`src/rtl/rv32_isa_pkg.sv`:
```
// RV32I ALU opcodes, funct3 values and encoder FSM states shared by encoder and decoders.
// The FILL state exists only when ENCODER_NOP_FILL_EN is defined.
package rv32_isa_pkg;

  localparam logic [6:0]  OPCODE_OP_IMM = 7'h13;
  localparam logic [6:0]  OPCODE_OP     = 7'h33;
  localparam logic [31:0] NOP           = 32'h00000013;

  localparam logic [2:0] F3_ADD  = 3'b000;
  localparam logic [2:0] F3_SLL  = 3'b001;
  localparam logic [2:0] F3_SLT  = 3'b010;
  localparam logic [2:0] F3_SLTU = 3'b011;
  localparam logic [2:0] F3_XOR  = 3'b100;
  localparam logic [2:0] F3_SR   = 3'b101;
  localparam logic [2:0] F3_OR   = 3'b110;
  localparam logic [2:0] F3_AND  = 3'b111;

  typedef enum logic [1:0] {
    ST_IDLE,
    ST_READY,
    ST_WRITE
`ifdef ENCODER_NOP_FILL_EN
    , ST_FILL
`endif
  } enc_state_e;

endpackage

```
`src/rtl/rv32_alu_insn_pack.sv`:
```
// Combinational packer: decoded ALU fields -> RV32I word plus an illegal-combination flag.
module rv32_alu_insn_pack
  import rv32_isa_pkg::*;
(
  input  logic        fmt,
  input  logic        sub_sra,
  input  logic [2:0]  funct3,
  input  logic [4:0]  rd,
  input  logic [4:0]  rs1,
  input  logic [4:0]  rs2,
  input  logic [11:0] imm,
  output logic [31:0] word,
  output logic        illegal
);

  always_comb begin
    word    = '0;
    illegal = 1'b0;
    if (fmt) begin
      illegal = sub_sra && !(funct3 == F3_ADD || funct3 == F3_SR);
      word    = {1'b0, sub_sra, 5'b0, rs2, rs1, funct3, rd, OPCODE_OP};
    end else begin
      illegal = sub_sra && (funct3 != F3_SR);
      // shifts carry only a 5-bit shamt; the upper immediate bits hold funct7
      if (funct3 == F3_SLL || funct3 == F3_SR)
        word = {1'b0, sub_sra, 5'b0, imm[4:0], rs1, funct3, rd, OPCODE_OP_IMM};
      else
        word = {imm, rs1, funct3, rd, OPCODE_OP_IMM};
    end
  end

endmodule

```
`src/rtl/rv32_alu_insn_encoder.sv`:
```
// RV32I ALU instruction encoder: accepts field bundles and writes packed words to IMEM via we/ack.
// Define ENCODER_NOP_FILL_EN to pad the remaining words with NOPs after finish.
module rv32_alu_insn_encoder
  import rv32_isa_pkg::*;
#(
  parameter int AW    = 10,
  parameter int DEPTH = 1024
) (
  input  logic          CLK,
  input  logic          RST,
  input  logic          start,
  input  logic [AW-1:0] base_addr,
  input  logic          in_valid,
  output logic          in_ready,
  input  logic          fmt,
  input  logic          sub_sra,
  input  logic [2:0]    funct3,
  input  logic [4:0]    rd,
  input  logic [4:0]    rs1,
  input  logic [4:0]    rs2,
  input  logic [11:0]   imm,
  input  logic          finish,
  output logic          mem_we,
  output logic [AW-1:0] mem_addr,
  output logic [31:0]   mem_wdata,
  input  logic          mem_ack,
  output logic [AW:0]   insn_count,
  output logic          full,
  output logic          busy,
  output logic          err
);

  localparam logic [AW:0] DEPTH_C = (AW+1)'(DEPTH);

  enc_state_e  state;
  logic        finish_pend;
  logic [31:0] pack_word;
  logic        pack_illegal;
  logic [AW:0] count_inc;
  logic        full_after;
  logic        start_ok;
  logic        accept;

  rv32_alu_insn_pack u_pack (
    .fmt     (fmt),
    .sub_sra (sub_sra),
    .funct3  (funct3),
    .rd      (rd),
    .rs1     (rs1),
    .rs2     (rs2),
    .imm     (imm),
    .word    (pack_word),
    .illegal (pack_illegal)
  );

  assign count_inc  = insn_count + (AW+1)'(1);
  assign full_after = (count_inc == DEPTH_C);
  assign start_ok   = start && (state == ST_IDLE || state == ST_READY);
  assign accept     = in_valid && in_ready;

  always_ff @(posedge CLK) begin
    if (RST) begin
      state       <= ST_IDLE;
      finish_pend <= 1'b0;
      in_ready    <= 1'b0;
      mem_we      <= 1'b0;
      mem_addr    <= '0;
      mem_wdata   <= '0;
      insn_count  <= '0;
      full        <= 1'b0;
      busy        <= 1'b0;
      err         <= 1'b0;
    end else begin
      err <= 1'b0;
      if (start_ok) begin
        state       <= ST_READY;
        mem_addr    <= base_addr;
        insn_count  <= '0;
        full        <= 1'b0;
        finish_pend <= 1'b0;
        in_ready    <= 1'b1;
        busy        <= 1'b1;
      end else begin
        case (state)
          ST_IDLE: ;
          ST_READY: begin
            if (accept) begin
              if (finish) finish_pend <= 1'b1;
              if (pack_illegal) begin
                err <= 1'b1;
              end else begin
                state     <= ST_WRITE;
                mem_we    <= 1'b1;
                mem_wdata <= pack_word;
                in_ready  <= 1'b0;
              end
            end else if (finish || finish_pend) begin
              finish_pend <= 1'b0;
              in_ready    <= 1'b0;
`ifdef ENCODER_NOP_FILL_EN
              if (full) begin
                state <= ST_IDLE;
                busy  <= 1'b0;
              end else begin
                state     <= ST_FILL;
                mem_we    <= 1'b1;
                mem_wdata <= NOP;
              end
`else
              state <= ST_IDLE;
              busy  <= 1'b0;
`endif
            end
          end
          ST_WRITE: begin
            if (mem_ack) begin
              mem_addr   <= mem_addr + AW'(1);
              insn_count <= count_inc;
              full       <= full_after;
              if (finish_pend || finish) begin
                finish_pend <= 1'b0;
`ifdef ENCODER_NOP_FILL_EN
                if (full_after) begin
                  state  <= ST_IDLE;
                  mem_we <= 1'b0;
                  busy   <= 1'b0;
                end else begin
                  state     <= ST_FILL;
                  mem_wdata <= NOP;
                end
`else
                state  <= ST_IDLE;
                mem_we <= 1'b0;
                busy   <= 1'b0;
`endif
              end else begin
                state    <= ST_READY;
                mem_we   <= 1'b0;
                in_ready <= !full_after;
              end
            end else if (finish) begin
              finish_pend <= 1'b1;
            end
          end
`ifdef ENCODER_NOP_FILL_EN
          ST_FILL: begin
            if (mem_ack) begin
              mem_addr   <= mem_addr + AW'(1);
              insn_count <= count_inc;
              full       <= full_after;
              if (full_after) begin
                state  <= ST_IDLE;
                mem_we <= 1'b0;
                busy   <= 1'b0;
              end
            end
          end
`endif
          default: state <= ST_IDLE;
        endcase
      end
    end
  end

endmodule
```
`config.mk`:
```
export PLATFORM = sky130hd
export DESIGN_NAME = rv32_alu_insn_encoder
export DESIGN_NICKNAME = d
export VERILOG_FILES = /design/src/rtl/rv32_isa_pkg.sv /design/src/rtl/rv32_alu_insn_pack.sv /design/src/rtl/rv32_alu_insn_encoder.sv
export SDC_FILE = /design/constraint.sdc
export NUM_CORES = 1
export LEC_CHECK = 0
export CAP_MARGIN = 20
export CORE_MARGIN = 5
export CORE_UTILIZATION = 30
export DETAILED_ROUTE_END_ITERATION = 6
export DONT_BUFFER_PORTS = 1
export SLEW_MARGIN = 25
export SYNTH_ARGS = -nofsm -noshare
export SYNTH_HDL_FRONTEND = slang
export SYNTH_SLANG_ARGS = --single-unit
```
`constraint.sdc`:
```
create_clock -name CLK -period 4.4 [get_ports CLK]
set_input_delay 0.44 -clock CLK [delete_from_list [all_inputs] [get_ports CLK]]
set_output_delay 0.44 -clock CLK [all_outputs]
set_load 0.02 [all_outputs]
```
# [After elaboration in Yosys (flattened, before gate mapping)]
# Cells that the tools add are included.
[word_totals] register_bits=61 inputBits=48 output_inout_bits=58 elab_cells=96
[op_classes] n_addsub=2 n_eq_ne=17 muxes=35 n_bitwise=5 n_reduce_logical=26
[op_table] cell="two-way mux 32 bit" count=2
[op_table] cell="two-way mux 10 bit" count=3
[op_table] cell="two-way mux 1 bit" count=21
[op_table] cell="!= test 3 bit, second input constant" count=5
[op_table] cell="AND reduction 4 bit" count=3
[op_table] cell="adder 11 x 1 -> 11 bit, second input constant" count=1
[op_table] cell="equality test 11 bit, second input constant" count=1
[op_table] cell="adder 10 x 1 -> 10 bit, second input constant" count=1
[op_table] cell="AND reduction 5 bit" count=2
[op_table] cell="two-way mux 2 bit" count=4
[op_table] cell="!= test 2 bit, second input constant" count=4
[op_table] cell="case mux 1 bit (2 select lines)" count=4
[op_table] cell="case mux 2 bit (3 select lines)" count=1
[op_table] cell="nonzero test 2 bit" count=3
[op_table] cell="NOT 1 bit" count=5
[op_table] cell="logical AND 1 bit" count=4
[op_table] cell="logical OR 1 bit" count=4
[op_table] cell="!= test 4 x 3 -> 1 bit, second input constant" count=1
[op_table] cell="!= test 4 bit, second input constant" count=1
[op_table] cell="AND reduction 2 bit" count=2
[op_table] cell="OR reduction 4 bit" count=1
[op_table] cell="equality test 3 x 1 -> 1 bit, second input constant" count=1
[op_table] cell="equality test 3 bit, second input constant" count=1
[op_table] cell="zero test 3 bit" count=1
[op_table] cell="other kinds (8)" count=9

# [Longest topological paths before layout]
[logic_depth] word_depth=9 mapped_depth=7 ltp_nobuf=7

# [Hierarchy]
# From an unflattened synthesis, not the netlist that was laid out.
[hier_totals] hier_cells=358 hier_area_um2=2925.3
[by_module_without_submodules] mod="rv32_alu_insn_encoder" instances=1 cells_per_inst=318 area_each_um2=2602.5 seq_area_each_um2=1221.2
[by_module_without_submodules] mod="rv32_alu_insn_pack" instances=1 cells_per_inst=40 area_each_um2=322.8 seq_area_each_um2=0.0

# [Worst setup path before layout]
# OpenSTA, ideal clock, no wires.
[synth_path] kind="input -> register" from="input fmt" to="register mem_wdata[22]" setup_ns=0.079 arrival_ns=1.761 required_time_ns=4.321 path_slack_ns=2.560 path_stages=7 path_buffers=2 cell_sequence="buf_6 or3b_4 a21o_2 a21boi_4 buf_4 nor2_1 a211oi_2"
[synth_via] elab_chain_len=3 word_cells_on_any_way=4 cone_classes="mux (2); bitwise (1); reduce/logical (1)"
[synth_lines] item="start, declared" line_no="rv32_alu_insn_encoder.sv:15" text="input logic fmt,"
[synth_lines] item="two-way mux 1 bit" line_no="rv32_alu_insn_pack.sv:19" text="if (fmt) begin"
[synth_lines] item="NOT 1 bit (no source line)"
[synth_lines] item="AND reduction 4 bit (no source line)"
[synth_lines] item="end signal, assigned" line_no="rv32_alu_insn_encoder.sv:94" text="mem_wdata <= pack_word;"
[synth_lines] item="end, declared" line_no="rv32_alu_insn_encoder.sv:25" text="output logic [31:0] mem_wdata,"
# Several ways; a longest one is shown, not always the timed one.
# A chain may end at the register's enable or synchronous reset.

# [Final worst setup path]
[layout_path] from="register state[1]" to="register mem_wdata[22]"
[layout_via] elab_chain_len=5 word_cells_on_any_way=6 cone_classes="eq/ne (1); bitwise (1); reduce/logical (4)"
[layout_lines] item="start, declared" line_no="rv32_alu_insn_encoder.sv:35" text="enc_state_e state;"
[layout_lines] item="start signal, assigned" line_no="rv32_alu_insn_encoder.sv:63" text="state <= ST_IDLE;"
[layout_lines] item="start signal, assigned" line_no="rv32_alu_insn_encoder.sv:76" text="state <= ST_READY;"
[layout_lines] item="start signal, assigned" line_no="rv32_alu_insn_encoder.sv:92" text="state <= ST_WRITE;"
[layout_lines] item="equality test 2 x 1 -> 1 bit or zero test 2 bit (tied branches)" line_no="rv32_alu_insn_encoder.sv:58, rv32_alu_insn_encoder.sv:84"
[layout_lines] item="logical OR 1 bit" line_no="rv32_alu_insn_encoder.sv:58" text="assign start_ok = start && (state == ST_IDLE || state == ST_READY);"
[layout_lines] item="logical AND 1 bit" line_no="rv32_alu_insn_encoder.sv:58"
[layout_lines] item="NOT 1 bit (no source line)"
[layout_lines] item="AND reduction 4 bit (no source line) *"
# Mark *: on every way between the ends. The rest lies on a longest branch, timed or not.

==> flow_metrics.py <==
metrics = {
    "global_routing": {
        "overflow": 0,
        "grt.total_usage": 0.1175,
        "grt_max_degree": 43,
        "grt_pass1_vias": 2057,
        "grt_pass1_wl_mm": 10.61,
        "antenna_found_initial": 0,
    },
    "floorplan": {
        "initial_core_util": 0.3059,
        "core_um2": 8678,
        "pin_count": 106,
        "die_h_um": 104.1,
        "die-area_um2": 10830,
        "die_x_um": 104.1,
        "rows": 34,
    },
    "logic_synthesis": {
        "synth_cell_types": 44,
        "syn_avg_cell_area_um2": 8.376,
        "yosysWarnings": 0,
        "async_flop_share": 0,
        "netlist_area_um2": 2655,
        "synth.yosys.seq_area_share": 0.4222,
        "synthFlopType": "dfxtp_1",
        "synthCells": 317,
        "ys_ff_latch": 56,
        "synth-edff-count": 0,
    },
    "clocking": {
        "clk_latency_ns": 0.30,
        "cts_tree": "done",
        "cts_root_buf": "clkbuf_8",
        "cts.path.max_buffers": 2,
        "cts_buffers": 5,
        "cts.htree.levels": 2,
        "ctsHoldBuffers": 0,
        "clkSinkCount": 56,
        "post-cts-setup-buffers": 0,
        "clk_pin_slew_ns": 0.10,
        "cts_resized": 0,
    },
    "final_layout": {
        "num-fill-cells": 910,
        "drive_gt1_frac": 0.06494,
        "fin_nets": 361,
        "syn2layout_area_growth_pct": 5.938,
        "fin_cells": 416,
        "layout_commonest_cell": "dfxtp_1",
        "diodes": 0,
        "fin_util": 0.3241,
        "final_cell_mix": "dfxtp_1 (56), nand2_1 (54), nor2_1 (32)",
    },
    "timing": {
        "rsz0062_at_grt": "no",
        "fmax_mhz": 462.3,
        "hold_viol": 0,
        "fin_crit_ns": 2.163,
        "drv_slew": 0,
        "setup_tns_ns": 0,
        "finalSetupViolCount": 0,
        "clock_skew_ns": 0.004053,
        "worst_pin_slew_ns": 0.8385,
        "final.period_utilization": 0.4916,
        "relSlewSlack": 0.4396,
    },
    "power": {
        "ir_drop_uv": 123.3,
        "p_per_area_nw_per_um2": 357.7,
        "p_leak_nw": 0.9138,
    },
    "drt": {
        "drt_iter0_markers": 109,
        "ant_nets": 0,
        "wl_mm": 6.626,
        "vias_per_cell": 5.209,
        "wl_per_cell_um": 15.93,
        "drc": 0,
        "vias": 2167,
        "dr.pass1.iters": 4,
    },
    "critical_path": {
        "worstSetupEndpointType": "flop",
        "required_ns": 4.63,
        "crit_type": "reg2reg",
        "cp.arrival_ns": 2.40,
        "cp-start-kind": "flop",
        "cp_max_fo": 33,
    },
    "flow_run": {
        "maxCapViolCount": 0,
    },
    "placement": {
        "numPortBuffers": 0,
        "gp_congestion": 0.8014,
        "dp_hpwl_mm": 4.969,
        "place_inst": 409,
    },
    "outcome": {
        "status": "completed",
    },
    "min_path": {
        "min_path_type": "in2reg",
    },
}
## Yosys cell counts (4+ instances only)
cell,count,area [µm²]
nor2_1,32,120.1
nand2_1,54,202.7
a311oi_1,4,35.03
nand4_1,10,62.56
inv_1,8,30.03
a211oi_1,9,67.56
clkbuf_1,8,30.03
xor2_1,10,87.58
and3_1,4,25.02
a21oi_1,29,145.1
o21ai_0,11,55.05
mux2i_1,7,70.07
xnor2_1,9,78.83
nand3_1,12,60.06
buf_4,9,67.56
dfxtp_1,56,1121
nor3_1,5,25.02
ha_1,5,62.56
## kinds of logic (layout without fill, tap and decap cells)
logic type,Yosys count,in the layout,share of synthesized area
buffers and inverters,28,17,0.05985
xor gates and xnor gates,19,19,0.06268
DFF,56,56,0.4222
adders and majority gates,5,5,0.02356
other,1,3,0.001412
muxes,7,7,0.02639
AOI/OAI and AO/OA,72,72,0.1843
and+or+nand+nor,129,129,0.2196
## stage by stage
step	setup slack [ns]	power [mW]	hold slack [ns]	area (µm²)
CTS	2.250	1.029	0.1683	2813
global route	2.036	1.057	0.1603	2813
floorplan	2.560	0.6240	0.4703	2663
global placement	2.259	0.6278	0.4924	2684
detailed placement	2.238	0.6297	0.4964	2684
finish	2.237	1.006	0.1882	2813
## registers in the layout (all words and copies together) (netlist names)
signal,flops
busy,1
insn_count,11
mem_we,1
mem_wdata,27
err,1
in_ready,1
state,2
full,1
mem_addr,10
finish_pend,1
## final timing paths
path              cells after the start       endpoint  slack [ns]  startpoint
setup / recovery                      6  mem_wdata[22]        2.24    state[1]
hold / removal                        1  mem_wdata[23]        0.19         RST
setup reg to reg                      6  mem_wdata[22]        2.24    state[1]
hold reg to reg                       2       state[1]        0.52    state[1]
## routing by layer
layer / global-route usage / up-vias / share of wire
met5: 0 / - / 0
met4: 0.03330 / 0 / 0.0035
met3: 0.05773 / 2 / 0.12
met2: 0.1917 / 93 / 0.46
met1: 0.1362 / 994 / 0.42
li1: - / 1078 / -
## power by group
part / leakage [nW] / internal [mW] / switching [mW]
sequential: 0.455 / 0.521 / 0.0346
combinational: 0.395 / 0.0257 / 0.0366
clock: 0.0642 / 0.224 / 0.164
## critical path, stage by stage (launching register included)
cell and delay [ns]:
dfxtp_1 0.34, inv_1 0.07, ha_1 0.28, and4b_1 0.34, a21boi_4 0.72, nor2_1 0.11, a211oi_2 0.21
## layout make-up
cell class,instances,area [µm²],share of cell area
repair buffers,2,15.01,0.005338
multi-input cells,235,1383,0.4915
inverters,8,30.03,0.01068
clock inverters,2,60.06,0.02135
well taps,108,135.1,0.04804
clock buffers,5,68.82,0.02447
flip-flops and latches,56,1121,0.3986
No activity file was read; power rests on OpenSTA's default activity.
